===== src/rtl/seq_magnitude_comparator_pkg.sv =====
// Shared types for the sequential magnitude comparator: FSM states, running
// decision encoding and the decision-to-{e,g,l} mapping.
package seq_cmp_pkg;

    typedef enum logic [1:0] {
        IDLE = 2'd0,
        RUN  = 2'd1,
        DONE = 2'd2
    } state_t;

    typedef enum logic [1:0] {
        EQ = 2'd0,
        GT = 2'd1,
        LT = 2'd2
    } decision_t;

    // Returns {e, g, l}; exactly one bit is set for any legal decision.
    function automatic logic [2:0] decision_onehot(input decision_t d);
        logic [2:0] egl;
        egl = 3'b100;
        case (d)
            EQ:      egl = 3'b100;
            GT:      egl = 3'b010;
            LT:      egl = 3'b001;
            default: egl = 3'b100;
        endcase
        return egl;
    endfunction

endpackage


===== src/rtl/seq_magnitude_comparator_cmp_chunk.sv =====
// Combinational unsigned comparator for one DIGIT-bit slice of the operands.
module cmp_chunk #(
    parameter int DIGIT = 2
) (
    input  logic [DIGIT-1:0] a_i,
    input  logic [DIGIT-1:0] b_i,
    output logic             eq,
    output logic             gt,
    output logic             lt
);

    assign eq = (a_i == b_i);
    assign gt = (a_i >  b_i);
    assign lt = (a_i <  b_i);

endmodule


===== src/rtl/seq_magnitude_comparator.sv =====
// Multi-cycle MSB-first magnitude comparator, DIGIT bits per clock.
// Optional macro SEQ_CMP_EARLY_EXIT_EN ends the scan at the first differing chunk.
module seq_magnitude_comparator
    import seq_cmp_pkg::*;
#(
    parameter int WIDTH = 8,
    parameter int DIGIT = 2
) (
    input  logic             clk,
    input  logic             rst,
    input  logic             start,
    input  logic             signed_mode,
    input  logic [WIDTH-1:0] a,
    input  logic [WIDTH-1:0] b,
    output logic             busy,
    output logic             valid,
    output logic             e,
    output logic             g,
    output logic             l
);

    localparam int NCHUNK = WIDTH / DIGIT;
    localparam int IDX_W  = (NCHUNK > 1) ? $clog2(NCHUNK) : 1;
    localparam logic [WIDTH-1:0] MSB_MASK = {1'b1, {(WIDTH-1){1'b0}}};

    generate
        if (WIDTH < 2 || DIGIT < 1 || DIGIT > WIDTH || (WIDTH % DIGIT) != 0) begin : g_bad_params
            $error("seq_magnitude_comparator: illegal WIDTH/DIGIT combination");
        end
    endgenerate

    state_t           state_q, state_d;
    decision_t        dec_q, dec_d;
    logic [IDX_W-1:0] idx_q, idx_d;
    logic [WIDTH-1:0] a_q, a_d;
    logic [WIDTH-1:0] b_q, b_d;
    logic             valid_q, valid_d;
    logic [2:0]       egl_q, egl_d;

    logic [DIGIT-1:0] chunk_a, chunk_b;
    logic             chunk_eq, chunk_gt, chunk_lt;
    logic             finish;

    assign chunk_a = a_q[int'(idx_q)*DIGIT +: DIGIT];
    assign chunk_b = b_q[int'(idx_q)*DIGIT +: DIGIT];

    cmp_chunk #(.DIGIT(DIGIT)) u_cmp_chunk (
        .a_i (chunk_a),
        .b_i (chunk_b),
        .eq  (chunk_eq),
        .gt  (chunk_gt),
        .lt  (chunk_lt)
    );

    always_comb begin
        state_d = state_q;
        dec_d   = dec_q;
        idx_d   = idx_q;
        a_d     = a_q;
        b_d     = b_q;
        valid_d = 1'b0;
        egl_d   = egl_q;
        finish  = 1'b0;

        case (state_q)
            IDLE, DONE: begin
                if (start) begin
                    // Flipping both MSBs maps two's complement onto offset binary,
                    // so the unsigned chunk compare yields the signed order.
                    a_d     = a ^ (signed_mode ? MSB_MASK : '0);
                    b_d     = b ^ (signed_mode ? MSB_MASK : '0);
                    idx_d   = IDX_W'(NCHUNK - 1);
                    dec_d   = EQ;
                    state_d = RUN;
                end else if (state_q == DONE) begin
                    state_d = IDLE;
                end
            end
            RUN: begin
                if (dec_q == EQ && !chunk_eq) begin
                    dec_d = chunk_gt ? GT : (chunk_lt ? LT : EQ);
`ifdef SEQ_CMP_EARLY_EXIT_EN
                    finish = 1'b1;
`endif
                end
                if (idx_q == '0) begin
                    finish = 1'b1;
                end else begin
                    idx_d = idx_q - 1'b1;
                end
                if (finish) begin
                    state_d = DONE;
                    valid_d = 1'b1;
                    egl_d   = decision_onehot(dec_d);
                end
            end
            default: state_d = IDLE;
        endcase
    end

    always_ff @(posedge clk) begin
        if (rst) begin
            state_q <= IDLE;
            dec_q   <= EQ;
            idx_q   <= '0;
            a_q     <= '0;
            b_q     <= '0;
            valid_q <= 1'b0;
            egl_q   <= 3'b000;
        end else begin
            state_q <= state_d;
            dec_q   <= dec_d;
            idx_q   <= idx_d;
            a_q     <= a_d;
            b_q     <= b_d;
            valid_q <= valid_d;
            egl_q   <= egl_d;
        end
    end

    assign busy        = (state_q == RUN);
    assign valid       = valid_q;
    assign {e, g, l}   = egl_q;

endmodule


===== config.mk =====
export PLATFORM = sky130hd
export DESIGN_NAME = seq_magnitude_comparator
export DESIGN_NICKNAME = d
export VERILOG_FILES = /design/src/rtl/seq_magnitude_comparator_pkg.sv /design/src/rtl/seq_magnitude_comparator_cmp_chunk.sv /design/src/rtl/seq_magnitude_comparator.sv
export SDC_FILE = /design/constraint.sdc
export NUM_CORES = 1
export LEC_CHECK = 0
export CAP_MARGIN = 25
export CORE_ASPECT_RATIO = 0.9
export CORE_MARGIN = 2
export CORE_UTILIZATION = 49
export CTS_CLUSTER_DIAMETER = 60
export DETAILED_ROUTE_END_ITERATION = 8
export GPL_ROUTABILITY_DRIVEN = 0
export PLACE_DENSITY = 0.89
export SLEW_MARGIN = 20
export SYNTH_ARGS = -nofsm -noshare
export SYNTH_HDL_FRONTEND = slang
export SYNTH_SLANG_ARGS = --single-unit
export TNS_END_PERCENT = 5

===== constraint.sdc =====
create_clock -name clk -period 4.05 [get_ports clk]
set_input_delay 0.81 -clock clk [delete_from_list [all_inputs] [get_ports clk]]
set_output_delay 0.81 -clock clk [all_outputs]
set_load 0.01 [all_outputs]

* Word-level counts from Yosys, hierarchy flattened
Cells that the tools add are included.
** Word-level totals
- Memories kept :: 0
- Memory bits (read-only) :: 0
- RAM bits :: 0
- Bits in registers :: 26
- Output and inout bits :: 5
- Bits in latches :: 0
** Cells by class
- Equality and inequality tests :: 9
- Divide/modulo/power cells :: 0
- Add/subtract/negate cells :: 1
- Shift operators :: 2
- $lt $le $gt $ge :: 2
- Reduce and logical (&&, ||, !) cells :: 13
- Muxes and demuxes :: 18
- $mul :: 0
- Bitwise gates (word level) :: 3
** Operators by type and width (count)
- 2-bit 2-to-1 mux :: 10
- 8-bit by 4-bit variable part select with 2-bit output :: 2
- 8-bit bitwise XOR :: 2
- 2-bit case mux with 2 select lines :: 3
- 8-bit 2-to-1 mux :: 1
- 2-bit AND reduction :: 4
- 2-bit zero test :: 3
- 3-bit case mux with 2 select lines :: 1
- 2-bit by 1-bit equality test with 1-bit output, second input constant :: 2
- 2-bit equality test, second input constant :: 2
- 2-bit != test, second input constant :: 2
- 2-bit OR reduction :: 2
- 1-bit 2-to-1 mux :: 3
- 3-bit != test, second input constant :: 1
- 3-bit AND reduction :: 1
- 2-bit equality test :: 1
- 2-bit > comparator :: 1
- 2-bit < comparator :: 1
- 2-bit by 1-bit != test with 1-bit output, second input constant :: 1
- 2-bit nonzero test :: 1
- 2-bit by 1-bit subtractor with 2-bit output, second input constant :: 1
- 1-bit logical AND :: 1
- 1-bit zero test :: 1
- 1-bit inverter :: 1

* Longest topological paths before layout
Gate-level depths: netlist of the first run.
- Depth after elaboration :: 8
- Gate-level depth with buffers :: 10

* By module
Synthesis of the first run repeated with hierarchy kept, for this count alone.
** Second synthesis, totals
- Cells, all modules :: 132
- Area, all modules :: 1159.9 um2
** By module, submodules not included
- seq_magnitude_comparator :: area each 1097.3 um2, instances 1, seq. area each 520.5 um2, cells an instance 123
- cmp_chunk :: area each 62.6 um2, instances 1, seq. area each 0.0 um2, cells an instance 9

* Worst setup path after synthesis of the first run
Ideal clock, no wire load.
- Kind :: reg-to-reg
- Start :: register idx_q[0]
- End :: register egl_q[1]
- Stages on the path, launching flop included :: 10
- Library setup time :: 0.132 ns
- Arrival time :: 2.060 ns
- Path buffers :: 1
- Path slack :: 1.857 ns
- Data required time :: 3.918 ns
- Cell sequence :: dfxtp_1 > buf_6 > mux4_2 > ha_1 > nand2b_1 > a211o_1 > and2_1 > ha_1 > nand3_1 > a21oi_1
** Between the ends
- Longest elaborated chain between the ends :: 8
- Elaborated cells on any way between the ends :: 18
** RTL lines
- from (decl) :: line seq_magnitude_comparator.sv:34 : logic [IDX_W-1:0] idx_q, idx_d;
- from (signal assigned) :: line seq_magnitude_comparator.sv:113 : idx_q <= idx_d;
- 8-bit by 4-bit variable part select with 2-bit output (on tied branches) :: line seq_magnitude_comparator.sv:44, seq_magnitude_comparator.sv:45
- 2-bit < comparator / 2-bit equality test (equally long branches) :: line seq_magnitude_comparator_cmp_chunk.sv:14, seq_magnitude_comparator_cmp_chunk.sv:12
- 2-bit 2-to-1 mux / 1-bit zero test (equally long branches) :: line seq_magnitude_comparator.sv:81, seq_magnitude_comparator.sv:80
- 2-bit 2-to-1 mux / 1-bit logical AND (equally long branches) :: line seq_magnitude_comparator.sv:81, seq_magnitude_comparator.sv:80
- 2-bit 2-to-1 mux :: line seq_magnitude_comparator.sv:80 : if (dec_q == EQ && !chunk_eq) begin
- 2-bit 2-to-1 mux :: line seq_magnitude_comparator.sv:65 : case (state_q)
- 2-bit equality test / 2-bit by 1-bit equality test with 1-bit output (equally long branches) :: line seq_magnitude_comparator_pkg.sv:21 : case (d)
- 3-bit case mux with 2 select lines :: line seq_magnitude_comparator_pkg.sv:21
- to (signal assigned) :: line seq_magnitude_comparator.sv:117 : egl_q <= egl_d;
- to (decl) :: line seq_magnitude_comparator.sv:38 : logic [2:0] egl_q, egl_d;
Several ways; a longest one is shown, not always the timed one. The select of a mux whose other input is x is not followed.
A chain may end at the register's enable or synchronous reset.

* Worst setup path in the final report of the first run
- Start :: register state_q[0]
- End :: output port busy
** Between the ends
- Longest elaborated chain between the ends :: 1
** RTL lines
- from (decl) :: line seq_magnitude_comparator.sv:32 : state_t state_q, state_d;
- from (signal assigned) :: line seq_magnitude_comparator.sv:111 : state_q <= state_d;
- 2-bit by 1-bit equality test with 1-bit output :: line seq_magnitude_comparator.sv:121 : assign busy = (state_q == RUN);
- to (decl) :: line seq_magnitude_comparator.sv:15 : output logic busy,
No other way between the ends.

==> flow_metrics.tcl, run 1 <==
set metrics [dict create \
    hold_violations 0 \
    total_power_uw 588.1 \
    grt_pass1_wl_mm 3.781 \
    combPwrFrac 0.209 \
    dr.pass1.iters 4 \
    min_from "egl_q[2]$_SDFFE_PP0P_" \
    syn_to_final_growth_pct 23.37 \
    n_fill_cell 173 \
    syn_nets 159 \
    setup_tns_ns 0 \
    fmax_mhz 393.8 \
    r2r_end "egl_q[2]$_SDFFE_PP0P_" \
    start_util 0.5276 \
    min_path_cells 2 \
    core_area_sq_um 2222 \
    synth-warning-count 0 \
    synth.distinct_cells 24 \
    drc 0 \
    critPathArrivalTime_ns 1.73 \
    cp_slowest_stage_delay_ns 0.62 \
    relSlewSlack 0.4562 \
    via_per_inst 5.298 \
    ys_ff_latch 26 \
    syn-cell-area_sq_um 1172 \
    wire_per_inst_microns 11.94 \
    drv_slew 0 \
    synth.avg_cell_area_sq_um 8.749 \
    holdBufCountCts 0 \
    die_h_microns 50.41 \
    overflow 0 \
    clock_sinks 26 \
    end_kind "output port" \
    grt_start_max_net_pins 26 \
    final.min_clock_period_ns 2.539 \
    drt-initial-drc-count 13 \
    antenna_found_initial 0 \
    ant_nets 0 \
    start_kind "flip-flop" \
    rows 16 \
    path_cells "nor2b_1, clkdlybuf4s50_1" \
    cp_slowest_cell "clkdlybuf4s50_1" \
    dp.cells 177 \
    clkPwrFrac 0.302 \
    cp_top_family "buffers and inverters" \
    cp_max_fo 6 \
    powerDensity_nw_per_um2 406.6 \
    rrSetupSlack_ns 1.53 \
    hold_end "egl_q[2]$_SDFFE_PP0P_" \
    root_buffer "clkbuf_4" \
    clock_latency_ns 0.32 \
    setup_viol_count_final 0 \
    synthCells 134 \
    port_buffers 24 \
    stdcell_count 181 \
    nets 180 \
    dp_hpwl_mm 1.653 \
    cts_tree "built" \
    leakage_nw 0.5480 \
    cts_resized 0 \
    ir_drop_v 0.0004573 \
    r2r-start "idx_q[0]$_SDFFE_PP0P_" \
    clockBufferDepth 2 \
    layout_common_cells "nand2_1 (33), dfxtp_1 (26), clkdlybuf4s50_1 (24)" \
    ioPinCount 25 \
    route.vias.total 959 \
    cts_buffers 3 \
    worst-setup-path-type "reg -> out" \
    diodes 0 \
    fin_crit_sh 0.6270 \
    cts_htree_levels 1 \
    final_common_cell "nand2_1" \
    status "finished, final reports clean" \
    fin_util 0.6509 \
    ys_seq_area_frac 0.4440 \
    worstPathRequired_ns 3.24 \
    crit_buf_inv 1 \
    finClkSkew_ns 0.001901 \
    place_area_sq_um 1394 \
    drive_above_1_share 0.07143 \
    p_int_uw 439.4 \
    clk_pin_slew_worst_paths_ns 0.14 \
    grt_util_all_layers 0.1694 \
    finalInstanceArea_sq_um 1446 \
    post_cts.repair.setup_buffers 0 \
    cap_violations 0 \
    holdCritPathClass "reg -> reg" \
    die_x_microns 55.56 \
    seq_power_share 0.489 \
    dieArea_sq_um 2801 \
    drt_wl_total_mm 2.162 \
    reg2reg_depth 8 \
    worst_pin_slew_ns 0.8132 \
    rsz0062_at_grt "false" \
    p_switching_uw 148.7 \
    grt_pass1_vias 914 \
    p_sw_frac 0.2529 \
]
==> metrics by stage <==
stage / worst slack, ns / hold WS [ns]
after floorplan: 1.857 / 0.4331
after global routing: 1.350 / 0.4863
after CTS: 1.499 / 0.4708
final: 1.511 / 0.4684
after detailed placement: 1.547 / 0.4505
after global placement: 1.667 / 0.4447
==> logic make-up after synthesis <==
group,after synthesis,synth area share
buffers and inverters,16,0.07364
multiplexers,4,0.07684
adder cells (fa/ha/maj),5,0.05336
XOR/XNOR,2,0.01494
AO/OA/AOI/OAI,29,0.1409
flip-flops,26,0.4440
AND/OR/NAND/NOR,52,0.1964
==> power by group through the flow <==
stage / clock network, mW / registers, mW / logic [mW]
6_report: 0.178 / 0.287 / 0.123
3_3_place_gp: 0 / 0.292 / 0.117
3_5_place_dp: 0 / 0.293 / 0.124
5_1_grt: 0.193 / 0.290 / 0.138
2_1_floorplan: 0 / 0.288 / 0.0889
4_1_cts: 0.181 / 0.288 / 0.125
==> cells in the mapped netlist <==
| cell type | n | area, sq um |
|---|---|---|
| buf_4 | 2 | 15.01 |
| ha_1 | 5 | 62.56 |
| nand3_1 | 3 | 15.01 |
| o211ai_1 | 2 | 15.01 |
| mux4_2 | 4 | 90.09 |
| clkbuf_1 | 2 | 7.510 |
| nor2_1 | 6 | 22.52 |
| a211oi_1 | 3 | 22.52 |
| nand2_1 | 33 | 123.9 |
| nand2b_1 | 2 | 12.51 |
| nand3b_1 | 1 | 7.510 |
| buf_2 | 3 | 15.01 |
| a211o_1 | 1 | 8.760 |
| a21oi_1 | 21 | 105.1 |
| nor3b_2 | 1 | 12.51 |
| nor2b_1 | 3 | 18.77 |
| nor3_1 | 1 | 5.000 |
| dfxtp_1 | 26 | 520.5 |
| a21o_2 | 1 | 8.760 |
| inv_1 | 7 | 26.28 |
| and2_1 | 2 | 12.51 |
| buf_6 | 2 | 22.52 |
| o21ai_0 | 1 | 5.000 |
| xnor2_1 | 2 | 17.52 |
==> worst max-delay path by stage <==
stage,depth (start not counted),end,slack (ns),from
finish,2,busy,1.51,state_q[0]$_SDFFE_PP0P_
global route,8,egl_q[2]$_SDFFE_PP0P_,1.35,idx_q[0]$_SDFFE_PP0P_
CTS,2,busy,1.50,state_q[0]$_SDFFE_PP0P_
detailed placement,8,egl_q[2]$_SDFFE_PP0P_,1.55,idx_q[0]$_SDFFE_PP0P_
global placement,8,egl_q[1]$_SDFFE_PP0P_,1.67,idx_q[0]$_SDFFE_PP0P_
floorplan,9,egl_q[1]$_SDFFE_PP0P_,1.86,idx_q[0]$_SDFFE_PP0P_
==> cell type report <==
cell class | count | area [sq um] | share of cell area
Sequential cell | 26 | 520.5 | 0.3599
Multi-Input combinational cell | 92 | 565.5 | 0.3910
Timing Repair Buffer | 25 | 247.7 | 0.1713
Tap cell | 27 | 33.78 | 0.02336
Clock inverter | 1 | 30.03 | 0.02076
Inverter | 7 | 26.28 | 0.01817
Clock buffer | 3 | 22.52 | 0.01557
==> tightest hold or removal path, stage by stage, from the launching register on <==
cell and delay, ns:
dfxtp_1 0.34, nand2_1 0.05, a21oi_1 0.05
==> layer usage <==
layer | global-route usage | wire (microns) | vias to the layer above
li1 | - | - | 485
met3 | 0.05670 | 107 | 2
met1 | 0.1890 | 939 | 447
met4 | 0.02846 | 10 | 0
met5 | 0 | 0 | -
met2 | 0.3175 | 1105 | 25
==> flip-flops by register name, summed over array words and instances (netlist names) <==
name     flops
b_q          8
dec_q        2
valid        1
egl_q        3
state_q      2
idx_q        2
a_q          8
Power figures use the tool's default switching activity.
==> run 2, diff against run 1 <==
- clock period: 4.05 -> 2.67 ns (I/O delays scaled with it)
==> run 2 against run 1 <==
Largest power group unchanged. Global-route usage up 2.5 points. Critical path depth up 6. Non-clock buffer count up 1. Die area unchanged. Setup slack worse by 1.2 ns.
==> flow_metrics.tcl, run 2 (same netlist as run 1, synthesis figures left out) <==
set metrics [dict create \
    clk_pin_slew_worst_paths_ns 0.14 \
    diodes 0 \
    drt-initial-drc-count 16 \
    core_area_sq_um 2222 \
    clock_latency_ns 0.31 \
    setup_tns_ns 0 \
    final.min_clock_period_ns 2.344 \
    dp_hpwl_mm 1.833 \
    holdCritPathClass "reg -> reg" \
    overflow 0 \
    die_h_microns 50.41 \
    fmax_mhz 426.7 \
    start_util 0.5276 \
    nets 181 \
    dp.cells 178 \
    postLayoutSetupSlackWorst_ns 0.3263 \
    worst_pin_slew_ns 0.6003 \
    crit_buf_inv 0 \
    rsz0062_at_grt "false" \
    dr_wl_met2_mm 1.264 \
    drt_wl_total_mm 2.431 \
    cp_slowest_cell "mux4_2" \
    cp_slowest_stage_delay_ns 0.52 \
    rows 16 \
    post_cts.repair.setup_buffers 0 \
    cp_top_family "adder cells" \
    cts_buffers 3 \
    holdBufCountCts 0 \
    layout_common_cells "nand2_1 (33), dfxtp_1 (25), clkdlybuf4s50_1 (24)" \
    syn_to_final_growth_pct 22.73 \
    port_buffers 24 \
    ant_nets 0 \
    route.vias.total 971 \
    wl_met3_microns 106 \
    leakage_nw 0.5460 \
    drive_above_1_share 0.08387 \
    setup_viol_count_final 0 \
    place_ws_ns 0.2461 \
    ir_drop_v 0.0003781 \
    ioPinCount 25 \
    finClkSkew_ns 0.003103 \
    antenna_found_initial 0 \
    met1Wirelength_mm 1.033 \
    grt_pass1_wl_mm 4.250 \
    dieArea_sq_um 2801 \
    end_kind "flip-flop" \
    clockBufferDepth 2 \
    worst-setup-path-type "reg -> reg" \
    wire_per_inst_microns 13.36 \
    worstPathRequired_ns 2.87 \
    final_common_cell "nand2_1" \
    hold_violations 0 \
    cpMostUsedCell "ha_1" \
    grt_start_max_net_pins 21 \
    via_per_inst 5.335 \
    cts_htree_levels 1 \
    cts_tree "built" \
    stdcell_count 182 \
    drc 0 \
    top_layer "met4" \
    grt_util_all_layers 0.1944 \
    status "finished, final reports clean" \
    path_cells "mux4_2, ha_1, nor2b_1, o21ai_0, and2_1, ha_1, nand3_1, a21oi_1" \
    cp_max_fo 6 \
    dr.pass1.iters 4 \
    cts_resized 0 \
    critPathArrivalTime_ns 2.55 \
    cap_violations 0 \
    top_regs "a_q (8), b_q (8), egl_q (3)" \
    root_buffer "clkbuf_4" \
    die_x_microns 55.56 \
    fin_crit_sh 0.8778 \
    start_kind "flip-flop" \
    relSlewSlack 0.5998 \
    grt_pass1_vias 983 \
    drv_slew 0 \
    clock_sinks 26 \
    powerDensity_nw_per_um2 572.4 \
]
[run 2: worst paths after layout]
kind	startpoint	cells past startpoint	slack [ns]	end
hold reg to reg	egl_q[0]$_SDFFE_PP0P_	2	0.46	egl_q[0]$_SDFFE_PP0P_
setup reg to reg	idx_q[0]$_SDFFE_PP0P_	8	0.33	egl_q[2]$_SDFFE_PP0P_
setup / recovery	idx_q[0]$_SDFFE_PP0P_	8	0.33	egl_q[2]$_SDFFE_PP0P_
hold / removal	egl_q[0]$_SDFFE_PP0P_	2	0.46	egl_q[0]$_SDFFE_PP0P_
[run 2: cell type report]
type	instances	area, sq um
Fill cell	188	783.3
Multi-Input combinational cell	92	565.5
Sequential cell	26	521.8
Timing Repair Buffer	26	255.2
Clock buffer	4	36.28
Tap cell	27	33.78
Inverter	7	26.28
[run 2: worst register-to-register path, stage by stage (launching register included)]
cell	delay (ns)
dfxtp_2	0.44
mux4_2	0.52
ha_1	0.34
nor2b_1	0.15
o21ai_0	0.25
and2_1	0.18
ha_1	0.23
nand3_1	0.07
a21oi_1	0.06
[run 2: metal layers]
| metal | track usage | up-vias |
|---|---|---|
| met2 | 0.3552 | 22 |
| met5 | 0 | - |
| li1 | - | 487 |
| met4 | 0.06098 | 0 |
| met3 | 0.04124 | 2 |
| met1 | 0.2284 | 460 |
[run 2: report_power, final]
part | internal (mW) | switching, mW
Clock | 0.0833 | 0.113
Combinational | 0.101 | 0.0897
Sequential | 0.415 | 0.0213
[run 2: through the flow]
stage | power (mW) | cell area [sq um] | hold slack, ns | utilization
floorplan | 0.5723 | 1172 | 0.4331 | -
global placement | 0.6212 | 1401 | 0.4441 | 0.6306
detailed placement | 0.6342 | 1401 | 0.4481 | 0.6306
CTS | 0.8244 | 1438 | 0.4666 | 0.6470
global route | 0.8739 | 1439 | 0.4912 | 0.6475
finish | 0.8236 | 1439 | 0.4636 | 0.6475
==> run 3, diff against run 2 <==
- SYNTH_HIERARCHICAL: unset -> 1
==> run 3 against run 2 <==
Clock power decreased by 19%. Power decreased by 4.3%. Largest power group unchanged. Critical endpoint unchanged. Critical path type unchanged. Highest routed layer unchanged. Hold slack improved by 0.0071 ns. Sequential power about the same. Largest cell class unchanged. Count of clock-buffer cells in the layout decreased by 1.
==> flow_metrics.tcl, run 3 <==
set metrics [dict create \
    status "finished, final reports clean" \
    syn-cell-area_sq_um 1160 \
    rrSetupSlack_ns 0.16 \
    reg2reg_depth 10 \
    r2r-start "idx_q[0]$_SDFFE_PP0P_" \
    syn_nets 157 \
    critPathArrivalTime_ns 2.74 \
    holdBufCountCts 0 \
    whs_ns 0.4707 \
    via_per_inst 5.430 \
    ioPinCount 25 \
    cts_tree "built" \
    fmax_mhz 398.4 \
    antenna_found_initial 0 \
    clock_latency_ns 0.31 \
    cp_top_family "adder cells" \
    synth.distinct_cells 26 \
    drc 0 \
    post_cts.repair.setup_buffers 0 \
    final_common_cell "nand2_1" \
    overflow 0 \
    drt_wl_total_mm 2.417 \
    synth.avg_cell_area_sq_um 8.787 \
    synthCells 132 \
    route.vias.total 972 \
    r2r_end "egl_q[2]$_SDFFE_PP0P_" \
    dr.pass1.iters 5 \
    fin_util 0.6483 \
    setup_viol_count_final 0 \
    relSlewSlack 0.3716 \
    final.min_clock_period_ns 2.510 \
    cp_max_fo 6 \
    ys_ff_latch 26 \
    ant_nets 0 \
    dieArea_sq_um 2773 \
    start_kind "flip-flop" \
    clockBufferDepth 2 \
    min_from "egl_q[0]$_SDFFE_PP0P_" \
    grt_util_all_layers 0.1947 \
    cts_htree_levels 1 \
    ys.flop_type "dfxtp_1" \
    cap_violations 0 \
    core_area_sq_um 2202 \
    leakage_nw 0.5455 \
    hold_end "egl_q[0]$_SDFFE_PP0P_" \
    worstPathRequired_ns 2.90 \
    synth.most_common_cell "nand2_1" \
    worst-setup-path-type "reg -> reg" \
    diodes 0 \
    synth_top_area_frac 0.4488 \
    top_regs "a_q (8), b_q (8), egl_q (3)" \
    fin_crit_sh 0.9402 \
    ys_seq_area_frac 0.4488 \
    start_util 0.5267 \
    clk_pin_slew_worst_paths_ns 0.12 \
    finalInstanceArea_sq_um 1428 \
    drt-initial-drc-count 18 \
    synth_area_leaders "dfxtp_1 (45%), nand2_1 (10%), a21oi_1 (8.6%), mux4_2 (7.8%), ha_1 (5.4%)" \
    nets 179 \
    die_h_microns 50.16 \
    cp_slowest_stage_delay_ns 0.52 \
    place_area_sq_um 1399 \
    die_x_microns 55.29 \
    finClkSkew_ns 0.001627 \
    rows 16 \
    root_buffer "clkbuf_4" \
    grt_pass1_wl_mm 4.291 \
    ys_async_sr_fraction 0 \
    drv_slew 0 \
    yosys.area.top_type "dfxtp_1" \
    cts_buffers 3 \
    yosys-top-cells-count "nand2_1 (31), dfxtp_1 (26), a21oi_1 (20)" \
    grt_start_max_net_pins 27 \
    holdCritPathClass "reg -> reg" \
    ir_drop_v 0.0003438 \
    layout_common_cells "nand2_1 (31), dfxtp_1 (25), clkdlybuf4s50_1 (24)" \
    syn_to_final_growth_pct 23.09 \
    dp_hpwl_mm 1.748 \
    end_kind "flip-flop" \
    synth-edff-count 0 \
    total_power_uw 788.2 \
    worst_pin_slew_ns 0.9397 \
    cp_slowest_cell "mux4_2" \
    setup_tns_ns 0 \
    crit_buf_inv 1 \
    grt_pass1_vias 976 \
    powerDensity_nw_per_um2 552.1 \
    drive_above_1_share 0.09868 \
    path_cells "mux4_2, ha_1, and2_4, a21oi_1, nor4b_2, nor2_2, inv_1, ha_1, nand3_1, a21oi_1" \
    min_path_cells 2 \
    port_buffers 24 \
    hold_violations 0 \
    wire_per_inst_microns 13.50 \
    clock_sinks 26 \
    synth-warning-count 6 \
]
-- run 3: what timing repair did --
item                                    CTS  global route
endpoints found under the setup margin    1             1
gates resized for setup                   1             2
cloned                                    0             0
-- run 3: stage by stage --
stage	worst slack [ns]	cells
after floorplan	0.2834	132
after global routing	-0.008240	179
final	0.1598	179
after CTS	0.08561	179
after global placement	0.1599	176
after detailed placement	0.01432	176
-- run 3: worst min-delay path, delay by kind of cell, from the launching register on --
| kind | cells | cell delay [ns] |
|---|---|---|
| flops | 1 | 0.33 |
| simple gates | 1 | 0.05 |
| compound gates | 1 | 0.06 |
-- run 3: per-layer routing --
layer	track usage	part of all wire	vias up
li1	-	-	479
met4	0.09350	0.021	0
met1	0.2354	0.42	462
met2	0.3333	0.52	23
met5	0	0	-
met3	0.03866	0.036	8
-- run 3: final cells by class --
type / count / area, sq um
repair buffers: 25 / 247.7
well taps: 27 / 33.78
multi-input cells: 91 / 573.1
flip-flops and latches: 26 / 524.3
inverters: 7 / 26.28
clock buffers: 3 / 22.52
fillers: 167 / 774.5
-- run 3: cell families (layout without fill, tap and decap cells) --
family | Yosys count | after routing | share of synthesized area
simple gates | 56 | 56 | 0.2330
flops | 26 | 26 | 0.4488
compound gates | 24 | 24 | 0.1122
buf+inv | 15 | 35 | 0.05933
fa+ha+maj | 5 | 5 | 0.05394
mux | 4 | 4 | 0.07767
xor+xnor | 2 | 2 | 0.01511
-- run 3: worst max path at each step --
stage / start / endpoint / slack [ns] / depth (start not counted)
6_report: idx_q[0]$_SDFFE_PP0P_ / egl_q[2]$_SDFFE_PP0P_ / 0.16 / 10
5_1_grt: idx_q[0]$_SDFFE_PP0P_ / egl_q[2]$_SDFFE_PP0P_ / -0.008 / 11
4_1_cts: idx_q[0]$_SDFFE_PP0P_ / egl_q[2]$_SDFFE_PP0P_ / 0.09 / 10
3_5_place_dp: idx_q[0]$_SDFFE_PP0P_ / egl_q[2]$_SDFFE_PP0P_ / 0.01 / 10
3_3_place_gp: idx_q[0]$_SDFFE_PP0P_ / egl_q[2]$_SDFFE_PP0P_ / 0.16 / 10
2_1_floorplan: idx_q[0]$_SDFFE_PP0P_ / egl_q[2]$_SDFFE_PP0P_ / 0.28 / 11
-- run 3: power breakdown --
part	switching, mW	internal [mW]	total (mW)
sequential	0.0219	0.414	0.436
combinational	0.0936	0.100	0.194
clock	0.106	0.0528	0.158
total	0.221	0.567	0.788
